File: config.mk
export PLATFORM = sky130hd
export DESIGN_NAME = hex_scan_driver
export DESIGN_NICKNAME = d
export VERILOG_FILES = /design/src/rtl/hex_scan_pkg.sv /design/src/rtl/hex_scan_timer.sv /design/src/rtl/hex_scan_driver.sv
export SDC_FILE = /design/constraint.sdc
export NUM_CORES = 1
export LEC_CHECK = 0
export BUFFER_PORTS_ARGS = -buffer_cell sky130_fd_sc_hd__clkbuf_2
export CAP_MARGIN = 20
export CELL_PAD_IN_SITES_DETAIL_PLACEMENT = 0
export CELL_PAD_IN_SITES_GLOBAL_PLACEMENT = 1
export CORE_MARGIN = 2
export CORE_UTILIZATION = 35
export DETAILED_ROUTE_END_ITERATION = 12
export PLACE_DENSITY = 0.72
export SYNTH_ARGS = -nofsm -noshare
export SYNTH_HDL_FRONTEND = slang
export SYNTH_SLANG_ARGS = --single-unit
File: constraint.sdc
create_clock -name clk -period 8.8 [get_ports clk]
set_input_delay 0.44 -clock clk [delete_from_list [all_inputs] [get_ports clk]]
set_output_delay 0.44 -clock clk [all_outputs]
set_load 0.02 [all_outputs]
File: src/rtl/hex_scan_pkg.sv
// Shared definitions for the multiplexed hex display driver: blank pattern,
// active-low gfedcba nibble decoder and the per-slot scan state.
package hex_scan_pkg;

  localparam logic [6:0] SEG_OFF = 7'h7F;

  typedef enum logic {
    ST_DEAD = 1'b0,
    ST_SHOW = 1'b1
  } scan_state_t;

  function automatic logic [6:0] seg_encode(input logic [3:0] nib);
    logic [6:0] s;
    case (nib)
      4'h0: s = 7'h40;
      4'h1: s = 7'h79;
      4'h2: s = 7'h24;
      4'h3: s = 7'h30;
      4'h4: s = 7'h19;
      4'h5: s = 7'h12;
      4'h6: s = 7'h02;
      4'h7: s = 7'h78;
      4'h8: s = 7'h00;
      4'h9: s = 7'h10;
      4'hA: s = 7'h08;
      4'hB: s = 7'h03;
      4'hC: s = 7'h46;
      4'hD: s = 7'h21;
      4'hE: s = 7'h06;
      default: s = 7'h0E;
    endcase
    return s;
  endfunction

endpackage

File: src/rtl/hex_scan_timer.sv
// Slot prescaler and digit index for the scan driver; flags the last cycle
// of each slot (wrap) and of each frame (boundary).
module hex_scan_timer #(
  parameter int unsigned NDIGITS  = 6,
  parameter int unsigned PRESCALE = 50000,
  parameter int unsigned PW       = 16,
  parameter int unsigned IW       = 3
) (
  input  logic          clk,
  input  logic          rst,
  output logic [PW-1:0] o_pcnt,
  output logic [IW-1:0] o_idx,
  output logic          o_wrap,
  output logic          o_boundary
);

  localparam logic [PW-1:0] PCNT_LAST = PW'(PRESCALE - 1);
  localparam logic [IW-1:0] IDX_LAST  = IW'(NDIGITS - 1);

  logic [PW-1:0] r_pcnt;
  logic [IW-1:0] r_idx;
  logic          w_wrap;
  logic          w_last_digit;

  assign w_wrap       = (r_pcnt == PCNT_LAST);
  assign w_last_digit = (r_idx == IDX_LAST);

  always_ff @(posedge clk or posedge rst) begin
    if (rst) begin
      r_pcnt <= '0;
      r_idx  <= '0;
    end else if (w_wrap) begin
      r_pcnt <= '0;
      r_idx  <= w_last_digit ? '0 : r_idx + 1'b1;
    end else begin
      r_pcnt <= r_pcnt + 1'b1;
    end
  end

  assign o_pcnt     = r_pcnt;
  assign o_idx      = r_idx;
  assign o_wrap     = w_wrap;
  assign o_boundary = w_wrap && w_last_digit;

endmodule

File: src/rtl/hex_scan_driver.sv
// Multiplexed hex display driver with blanked dead time and frame-aligned
// double buffering. Optional leading-zero blanking: define HEX_SCAN_LZB_EN.
module hex_scan_driver
  import hex_scan_pkg::*;
#(
  parameter int unsigned NDIGITS  = 6,
  parameter int unsigned PRESCALE = 50000,
  parameter int unsigned DEAD     = 2
) (
  input  logic                   clk,
  input  logic                   reset,
  input  logic [4*NDIGITS-1:0]   value,
  input  logic                   load,
  input  logic                   lzb,
  output logic [6:0]             seg,
  output logic [NDIGITS-1:0]     dig_en,
  output logic                   frame_start,
  output logic                   pending
);

  localparam int unsigned PW = (PRESCALE > 1) ? $clog2(PRESCALE) : 1;
  localparam int unsigned IW = (NDIGITS > 1) ? $clog2(NDIGITS) : 1;
  localparam logic [PW:0] DEAD_W = (PW + 1)'(DEAD);
  localparam scan_state_t ST_INIT = (DEAD > 0) ? ST_DEAD : ST_SHOW;

  logic [PW-1:0]        w_pcnt;
  logic [IW-1:0]        w_idx;
  logic                 w_wrap;
  logic                 w_boundary;
  scan_state_t          r_state;
  scan_state_t          w_state_nxt;
  logic [4*NDIGITS-1:0] r_shadow;
  logic [4*NDIGITS-1:0] r_staging;
  logic                 r_pending;
  logic                 r_frame_start;
  logic [6:0]           r_seg;
  logic [NDIGITS-1:0]   r_dig_en;
  logic [6:0]           w_seg_nxt;
  logic [NDIGITS-1:0]   w_dig_nxt;
  logic [3:0]           w_nib;
  logic                 w_blank;

  hex_scan_timer #(
    .NDIGITS  (NDIGITS),
    .PRESCALE (PRESCALE),
    .PW       (PW),
    .IW       (IW)
  ) u_timer (
    .clk        (clk),
    .rst        (reset),
    .o_pcnt     (w_pcnt),
    .o_idx      (w_idx),
    .o_wrap     (w_wrap),
    .o_boundary (w_boundary)
  );

  // r_state tracks the slot phase of the current pcnt, so it is derived
  // from the pcnt value the timer will hold after this edge.
  always_ff @(posedge clk or posedge reset) begin
    if (reset) r_state <= ST_INIT;
    else       r_state <= w_state_nxt;
  end

  always_comb begin
    w_state_nxt = r_state;
    if (DEAD == 0)
      w_state_nxt = ST_SHOW;
    else if (w_wrap)
      w_state_nxt = ST_DEAD;
    else if (({1'b0, w_pcnt} + 1'b1) < DEAD_W)
      w_state_nxt = ST_DEAD;
    else
      w_state_nxt = ST_SHOW;
  end

  always_ff @(posedge clk or posedge reset) begin
    if (reset) begin
      r_shadow      <= '0;
      r_staging     <= '0;
      r_pending     <= 1'b0;
      r_frame_start <= 1'b0;
    end else begin
      r_frame_start <= w_boundary;
      if (w_boundary) begin
        if (load)           r_shadow <= value;
        else if (r_pending) r_shadow <= r_staging;
        r_pending <= 1'b0;
      end else if (load) begin
        r_staging <= value;
        r_pending <= 1'b1;
      end
    end
  end

`ifdef HEX_SCAN_LZB_EN
  logic [IW-1:0] w_msn;
  always_comb begin
    w_msn = '0;
    for (int unsigned i = 0; i < NDIGITS; i++)
      if (r_shadow[4*i +: 4] != 4'h0) w_msn = IW'(i);
  end
  assign w_blank = lzb && (w_idx > w_msn);
`else
  logic w_unused_lzb;
  assign w_unused_lzb = lzb;
  assign w_blank      = 1'b0;
`endif

  always_comb begin
    w_nib     = '0;
    w_seg_nxt = SEG_OFF;
    w_dig_nxt = '1;
    for (int unsigned i = 0; i < NDIGITS; i++)
      if (w_idx == IW'(i)) w_nib = r_shadow[4*i +: 4];
    if (r_state == ST_SHOW) begin
      for (int unsigned i = 0; i < NDIGITS; i++)
        w_dig_nxt[i] = (w_idx != IW'(i));
      w_seg_nxt = w_blank ? SEG_OFF : seg_encode(w_nib);
    end
  end

  always_ff @(posedge clk or posedge reset) begin
    if (reset) begin
      r_seg    <= SEG_OFF;
      r_dig_en <= '1;
    end else begin
      r_seg    <= w_seg_nxt;
      r_dig_en <= w_dig_nxt;
    end
  end

  assign seg         = r_seg;
  assign dig_en      = r_dig_en;
  assign frame_start = r_frame_start;
  assign pending     = r_pending;

endmodule
=== After elaboration in Yosys (flattened, before gate mapping) ===
Memory sizes are Yosys's and may differ from the RTL's.
Index checks and enable logic that the tools add are counted.

* Flip-flop bits (word level): 83
* Bits in read-only memories: 112
* Input bits: 28
* Output and inout port bits: 15
* Word-level logic and storage cells: 49
* Memories kept: 1

{| class="wikitable"
|+ Memories
! name !! words !! width !! read ports !! clocked after memory_dff !! wr ports !! line !! source
|-
| (no name shown) || 16 || 7 || 1 || 0 || 0 || hex_scan_pkg.sv:14 || <nowiki>case (nib)</nowiki>
|}

* $add $sub $neg: 3
* $lt $le $gt $ge: 1
* Equal/unequal tests: 11
* Muxes and demuxes: 16
* Bitwise gates (word level): 1
* Reduce and logical (&&, ||, !) cells: 7

{| class="wikitable"
|+ Operator list
! cell !! number
|-
| 2-to-1 mux 24 bit || 2
|-
| 2-to-1 mux 4 bit || 6
|-
| adder 16 x 1 -> 17 bit (second input constant) || 1
|-
| < comparator 17 x 2 -> 1 bit (second input constant) || 1
|-
| adder 16 x 1 -> 16 bit (second input constant) || 1
|-
| equality test 16 bit (second input constant) || 1
|-
| 2-to-1 mux 16 bit || 1
|-
| 2-to-1 mux 7 bit || 1
|-
| equality test 3 x 2 -> 1 bit (second input constant) || 2
|-
| equality test 3 bit (second input constant) || 2
|-
| 2-to-1 mux 6 bit || 1
|-
| inequality test 3 x 2 -> 1 bit (second input constant) || 2
|-
| inequality test 3 bit (second input constant) || 2
|-
| 2-to-1 mux 1 bit || 4
|-
| AND reduction 2 bit || 2
|-
| nonzero test 2 bit || 2
|-
| adder 3 x 1 -> 3 bit (second input constant) || 1
|-
| equality test 3 x 1 -> 1 bit (second input constant) || 1
|-
| zero test 3 bit || 1
|-
| 2-to-1 mux 3 bit || 1
|-
| inequality test 3 x 1 -> 1 bit (second input constant) || 1
|-
| nonzero test 3 bit || 1
|-
| logical AND 1 bit || 1
|-
| NOT 1 bit || 1
|}

=== Longest topological paths before layout ===
An unclocked memory read counts as a cell.

* Depth after elaboration: 9
* Depth in mapped cells: 14
* Gate-level depth less buffers: 11

=== Modules after synthesis ===
Synthesis repeated with hierarchy kept, for this count alone.

* Cells, all modules: 377
* Area total of the unflattened synthesis: 4181.5 um^2

{| class="wikitable"
|+ Modules (own cells, without submodules)
! module !! times used !! cells an instance !! area an instance (um^2)
|-
| hex_scan_driver || 1 || 294 || 3261.9
|-
| hex_scan_timer || 1 || 83 || 919.6
|}

=== Least setup slack after synthesis ===
Ideal clock, no wire load.

* Kind: reg2reg
* Start: register u_timer.r_idx[0], in the netlist u_timer.o_idx[0]
* End: register r_seg[3], in the netlist seg[3]
* Library setup time: 0.062 ns
* Arrival time: 2.993 ns
* Data required time: 8.738 ns
* Slack: 5.744 ns
* Stages on the path, launching flop included: 14
* Buffers on the path: 3
* Period minus slack after synthesis: 3.056 ns
* Cells stage by stage: dfrtp_1 buf_1 clkbuf_1 and2_1 ha_1 clkbuf_1 nor4b_1 a22oi_1 a22o_1 inv_1 ha_1 inv_1 mux4_2 nand2_1

* Cells in the longest elaborated chain, start to end: 9
* Elaborated cells on any way between the ends: 14
* Those cells by class: 5 x eq/ne; 7 x mux; 1 x reduce/logical; 1 x memory

{| class="wikitable"
|+ RTL lines
! what !! line !! source
|-
| start: declaration || hex_scan_timer.sv:21 || <nowiki>logic [IW-1:0] r_idx;</nowiki>
|-
| start signal: assignment || hex_scan_timer.sv:34 || <nowiki>r_idx <= w_last_digit ? '0 : r_idx + 1'b1;</nowiki>
|-
| zero test 3 bit || hex_scan_driver.sv:114 || <nowiki>if (w_idx == IW'(i)) w_nib = r_shadow[4*i +: 4];</nowiki>
|-
| 2-to-1 mux 4 bit (5 in a row) || hex_scan_driver.sv:114 ||
|-
| 2-to-1 mux 4 bit * || hex_scan_driver.sv:114 ||
|-
| memory (16 x 7 bit) * || - ||
|-
| 2-to-1 mux 7 bit * || hex_scan_driver.sv:115 || <nowiki>if (r_state == ST_SHOW) begin</nowiki>
|-
| named net w_seg_nxt[3] || hex_scan_driver.sv:38 || <nowiki>logic [6:0] w_seg_nxt;</nowiki>
|-
| end signal: assignment || hex_scan_driver.sv:127 || <nowiki>r_seg <= w_seg_nxt;</nowiki>
|-
| end: declaration || hex_scan_driver.sv:36 || <nowiki>logic [6:0] r_seg;</nowiki>
|}

Mark *: on every way through the listed nets, which the timed path passes. The rest lies on a longest branch.
A chain may end at the register's enable or synchronous reset.

=== Worst setup path in the final report ===
Ends and elaborated chain as after synthesis.

==> reports/results.txt <==
Number of cells after detailed placement: 538. Measured along the y axis, the die boundary spans 113 µm. The number of nets in the synthesized netlist is 412. The number of warnings printed during yosys synthesis came out at 0. Across the routed clock network, the largest skew measured is 0.00836 ns. Routability-driven placement finished with a final weighted congestion of 0.835. The dominant register cell in the synthesized netlist was sky130_fd_sc_hd__dfrtp_1. The kind of end point of the critical path is a flop. The pin count of the biggest net entering global routing is 84, and the combined buffer and inverter count along the critical path is 2.

The run gives 0 as the final number of setup-violating endpoints. The clock network latency to the later pin of the worst-skew pair was 0.33 ns; the minimum clock period after layout was 3.24 ns. The critical path in this run is classified as flop to flop. In this run the worst hold path is classified as primary input to async pin. The placement row count was 39. The total clock buffers created by CTS was 9. In this run the power density over the cells is 173 nW/µm². For the number of nets with antenna violations after routing, the log shows 0. After clock tree synthesis, the clock-pin slew on the worst setup and hold paths is 0.06 ns.

Synthesis handed over a netlist of 376 instances. The cell family contributing the most delay on the critical path is simple AND/OR/NAND/NOR gates. After detailed routing, the number of remaining DRC violations is 4. The actual transition at the worst max-transition pin is 0.855 ns, and the number of global-route vias before repair is 2825. For this design, the sink count on the clock tree is 83.

In the synthesized netlist, the cells that appear most often are sky130_fd_sc_hd__dfrtp_1, sky130_fd_sc_hd__nand2_1, sky130_fd_sc_hd__mux2i_1, sky130_fd_sc_hd__o21ai_0, sky130_fd_sc_hd__nor2_1. The clock tree synthesis step divided the H-tree into 3 levels. The final hold violation count is 0. The die covers 12800 µm².

For this run, the top clock speed supported by timing is 309 MHz. The largest total area in the synthesized netlist belongs to sky130_fd_sc_hd__dfrtp_1. Pin placement for this block handled 43 I/O pins.

The run gives 0.363 as the starting utilization of the core area. The max-slew headroom at the worst pin came out at 0.430. The number of flops mapped to enable cells by yosys is 0, and the overall die width is 113 µm.

The tools report the number of nets in the finished design as 443. Yosys attributes the largest share of cell area to sky130_fd_sc_hd__dfrtp_1, sky130_fd_sc_hd__dfstp_2, sky130_fd_sc_hd__mux2_4. Adding up every negative setup slack in the final design gives 0 ns.

The post-synthesis cell type count is 52, and the first-pass iteration count of the detailed router is 8. In the routed layout, each cell is associated on average with a via count of 5.00. STA puts the critical path data required time at 9.07 ns. For the total global-route track usage, the log shows 0.135. The first global-routing pass estimated 14.0 mm of wire. After synthesis the cells add up to 4180 µm². The tools report the total of hold buffers inserted after clock tree synthesis as 0.

Summed over all nets, the half-perimeter wirelength after detailed placement is 5.46 mm. The total detailed-routing wirelength came out at 8.00 mm. The fraction of layout cells with a size suffix above 1 is 0.270. TritonCTS built the clock tree. The startpoint type of the worst setup path was a flop.

Summed over all layers, the global routing overflow is 0. Share of flip-flops with an asynchronous set or reset after synthesis: 1.00. The delay contributed by the slowest stage of the critical path was 0.66 ns; the final design instance area without fill was 4780 µm². In the post-synthesis netlist, the cell with the most instances is sky130_fd_sc_hd__dfrtp_1. Max-cap violations in this run came to 0. The largest fanout on the critical path is 21.

The count of cells resized by post-cts repair was 0. The final max-slew violation count came out at 0. Synthesis inferred 83 register bits. The initial DRC count is 138, and the post-CTS setup repair buffer count is 0.

The area after detailed placement is 4450 µm². Setup repair after global routing left no endpoint under its margin. STA puts the critical path data arrival time at 3.50 ns.

For this run, the number of standard cells in the final layout without fillers is 554. Walking the worst path, the cells encountered are and2_1 -> ha_1 -> nor4b_1 -> a22oi_1 -> a22o_1 -> inv_1 -> ha_1 -> inv_1 -> mux4_2 -> nand2_1. The total area inside the core boundary comes to 11500 µm². The post-synthesis sequential area ratio was 0.501; the count of vias placed by the detailed router was 2769.

No sink is reached through more buffers than the 2 on the longest clock path. The share of Yosys cell area claimed by the top area cell type is 0.420, and the synthesis-to-finish area growth is 14.4%. The wire length per cell works out to 14.4 µm.

The final reports fail on DRC. Port buffering added 41 buffers. The cell sitting at the root of the clock tree is a sky130_fd_sc_hd__clkbuf_16. The tools report the number of diodes added for antenna fixing as 0.

On the critical path, the stage with the largest delay is an instance of sky130_fd_sc_hd__dfrtp_1. The average cell area after synthesis works out to 11.1 µm². The flow ran to the end, but the final reports show violations.

The final period utilization was 0.368; the leakage component of the power was 2.21 nW. The worst-case IR drop observed on VDD is 0.100 mV. Initial antenna violation count: 0.
[final timing paths]
| kind | from | slack, ns | endpoint | cells after the start |
|---|---|---|---|---|
| hold / removal | reset | 0.07 | r_staging[15] | 3 |
| setup / recovery | u_timer.o_idx[0] | 5.56 | seg[3] | 10 |
| hold reg to reg | r_shadow[18] | 0.47 | r_shadow[18] | 2 |
| min in group clk | value[23] | 0.36 | r_staging[23] | 2 |
| setup reg to reg | u_timer.o_idx[0] | 5.56 | seg[3] | 10 |
| max in group asynchronous | reset | 8.09 | dig_en[0] | 4 |
[registers in the layout, indices dropped and copies added (netlist names)]
signal,count
u_timer.o_idx,3
r_state,1
r_staging,24
u_timer.o_pcnt,16
seg,7
pending,1
r_shadow,24
dig_en,6
frame_start,1
[tightest hold or removal path, stage by stage]
cell	delay [ns]
sky130_fd_sc_hd__clkbuf_2	0.09
sky130_fd_sc_hd__clkinv_2	0.03
sky130_fd_sc_hd__buf_4	0.20
[final cells by class]
type,count,area (µm²)
tap,143,179
inverter,11,42.5
sequential,83,2090
timing repair buffer,46,263
clock buffer,11,253
fill,1098,6740
clock inverter,4,50.0
multi-input combinational,256,1900
[routing by layer]
metal	wire, µm	GRT usage
met4	95	0.0415
met2	3470	0.201
met3	310	0.0316
met5	0	0
met1	4120	0.197
[cell usage in the layout (no fill, tap or decap), types with 3 or more instances in the layout]
cell type / Yosys / layout
sky130_fd_sc_hd__and3_1: 3 / 3
sky130_fd_sc_hd__nor4_1: 3 / 3
sky130_fd_sc_hd__ha_1: 8 / 8
sky130_fd_sc_hd__xnor2_1: 11 / 11
sky130_fd_sc_hd__mux2i_1: 28 / 28
sky130_fd_sc_hd__a21oi_1: 5 / 5
sky130_fd_sc_hd__nand2b_1: 3 / 3
sky130_fd_sc_hd__or3_1: 3 / 3
sky130_fd_sc_hd__nand3_1: 11 / 11
sky130_fd_sc_hd__o21ai_0: 28 / 28
sky130_fd_sc_hd__dfstp_2: 13 / 13
sky130_fd_sc_hd__clkbuf_2: 0 / 41
sky130_fd_sc_hd__mux2_2: 9 / 9
sky130_fd_sc_hd__nor2b_1: 3 / 3
sky130_fd_sc_hd__xor2_1: 9 / 9
sky130_fd_sc_hd__nor3_1: 3 / 3
sky130_fd_sc_hd__inv_1: 11 / 10
sky130_fd_sc_hd__buf_4: 0 / 4
sky130_fd_sc_hd__clkbuf_16: 0 / 9
sky130_fd_sc_hd__dfrtp_1: 70 / 70
sky130_fd_sc_hd__nor2_1: 24 / 24
sky130_fd_sc_hd__a22oi_1: 3 / 3
sky130_fd_sc_hd__nand2_1: 43 / 43
sky130_fd_sc_hd__a22o_1: 3 / 3
sky130_fd_sc_hd__mux2_4: 20 / 20
sky130_fd_sc_hd__a31oi_1: 4 / 4
sky130_fd_sc_hd__nand4_1: 3 / 3
[cell families after synthesis]
group / Yosys count / share of synthesized area
AND/OR/NAND/NOR: 114 / 0.137
flip-flops: 83 / 0.501
multiplexers: 58 / 0.169
AO/OA/AOI/OAI: 56 / 0.0830
buffers and inverters: 37 / 0.0441
XOR/XNOR: 20 / 0.0420
adder cells (fa/ha/maj): 8 / 0.0240
[through the flow]
step                 util  setup slack (ns)  hold WS [ns]  power, mW
floorplan               -              5.74         0.442      0.442
global placement    0.386              5.64         0.458      0.453
detailed placement  0.386              5.56         0.468      0.456
CTS                 0.413              5.56         0.353      0.835
global route        0.415              5.27        0.0920      0.860
finish              0.415              5.56        0.0720      0.826
[report_power, final]
part	switching, mW	internal [mW]	leakage, nW
Clock	0.144	0.233	0.144
Combinational	0.0226	0.0275	1.03
Sequential	0.00606	0.393	1.03
No activity file was read; power rests on OpenSTA's default activity.
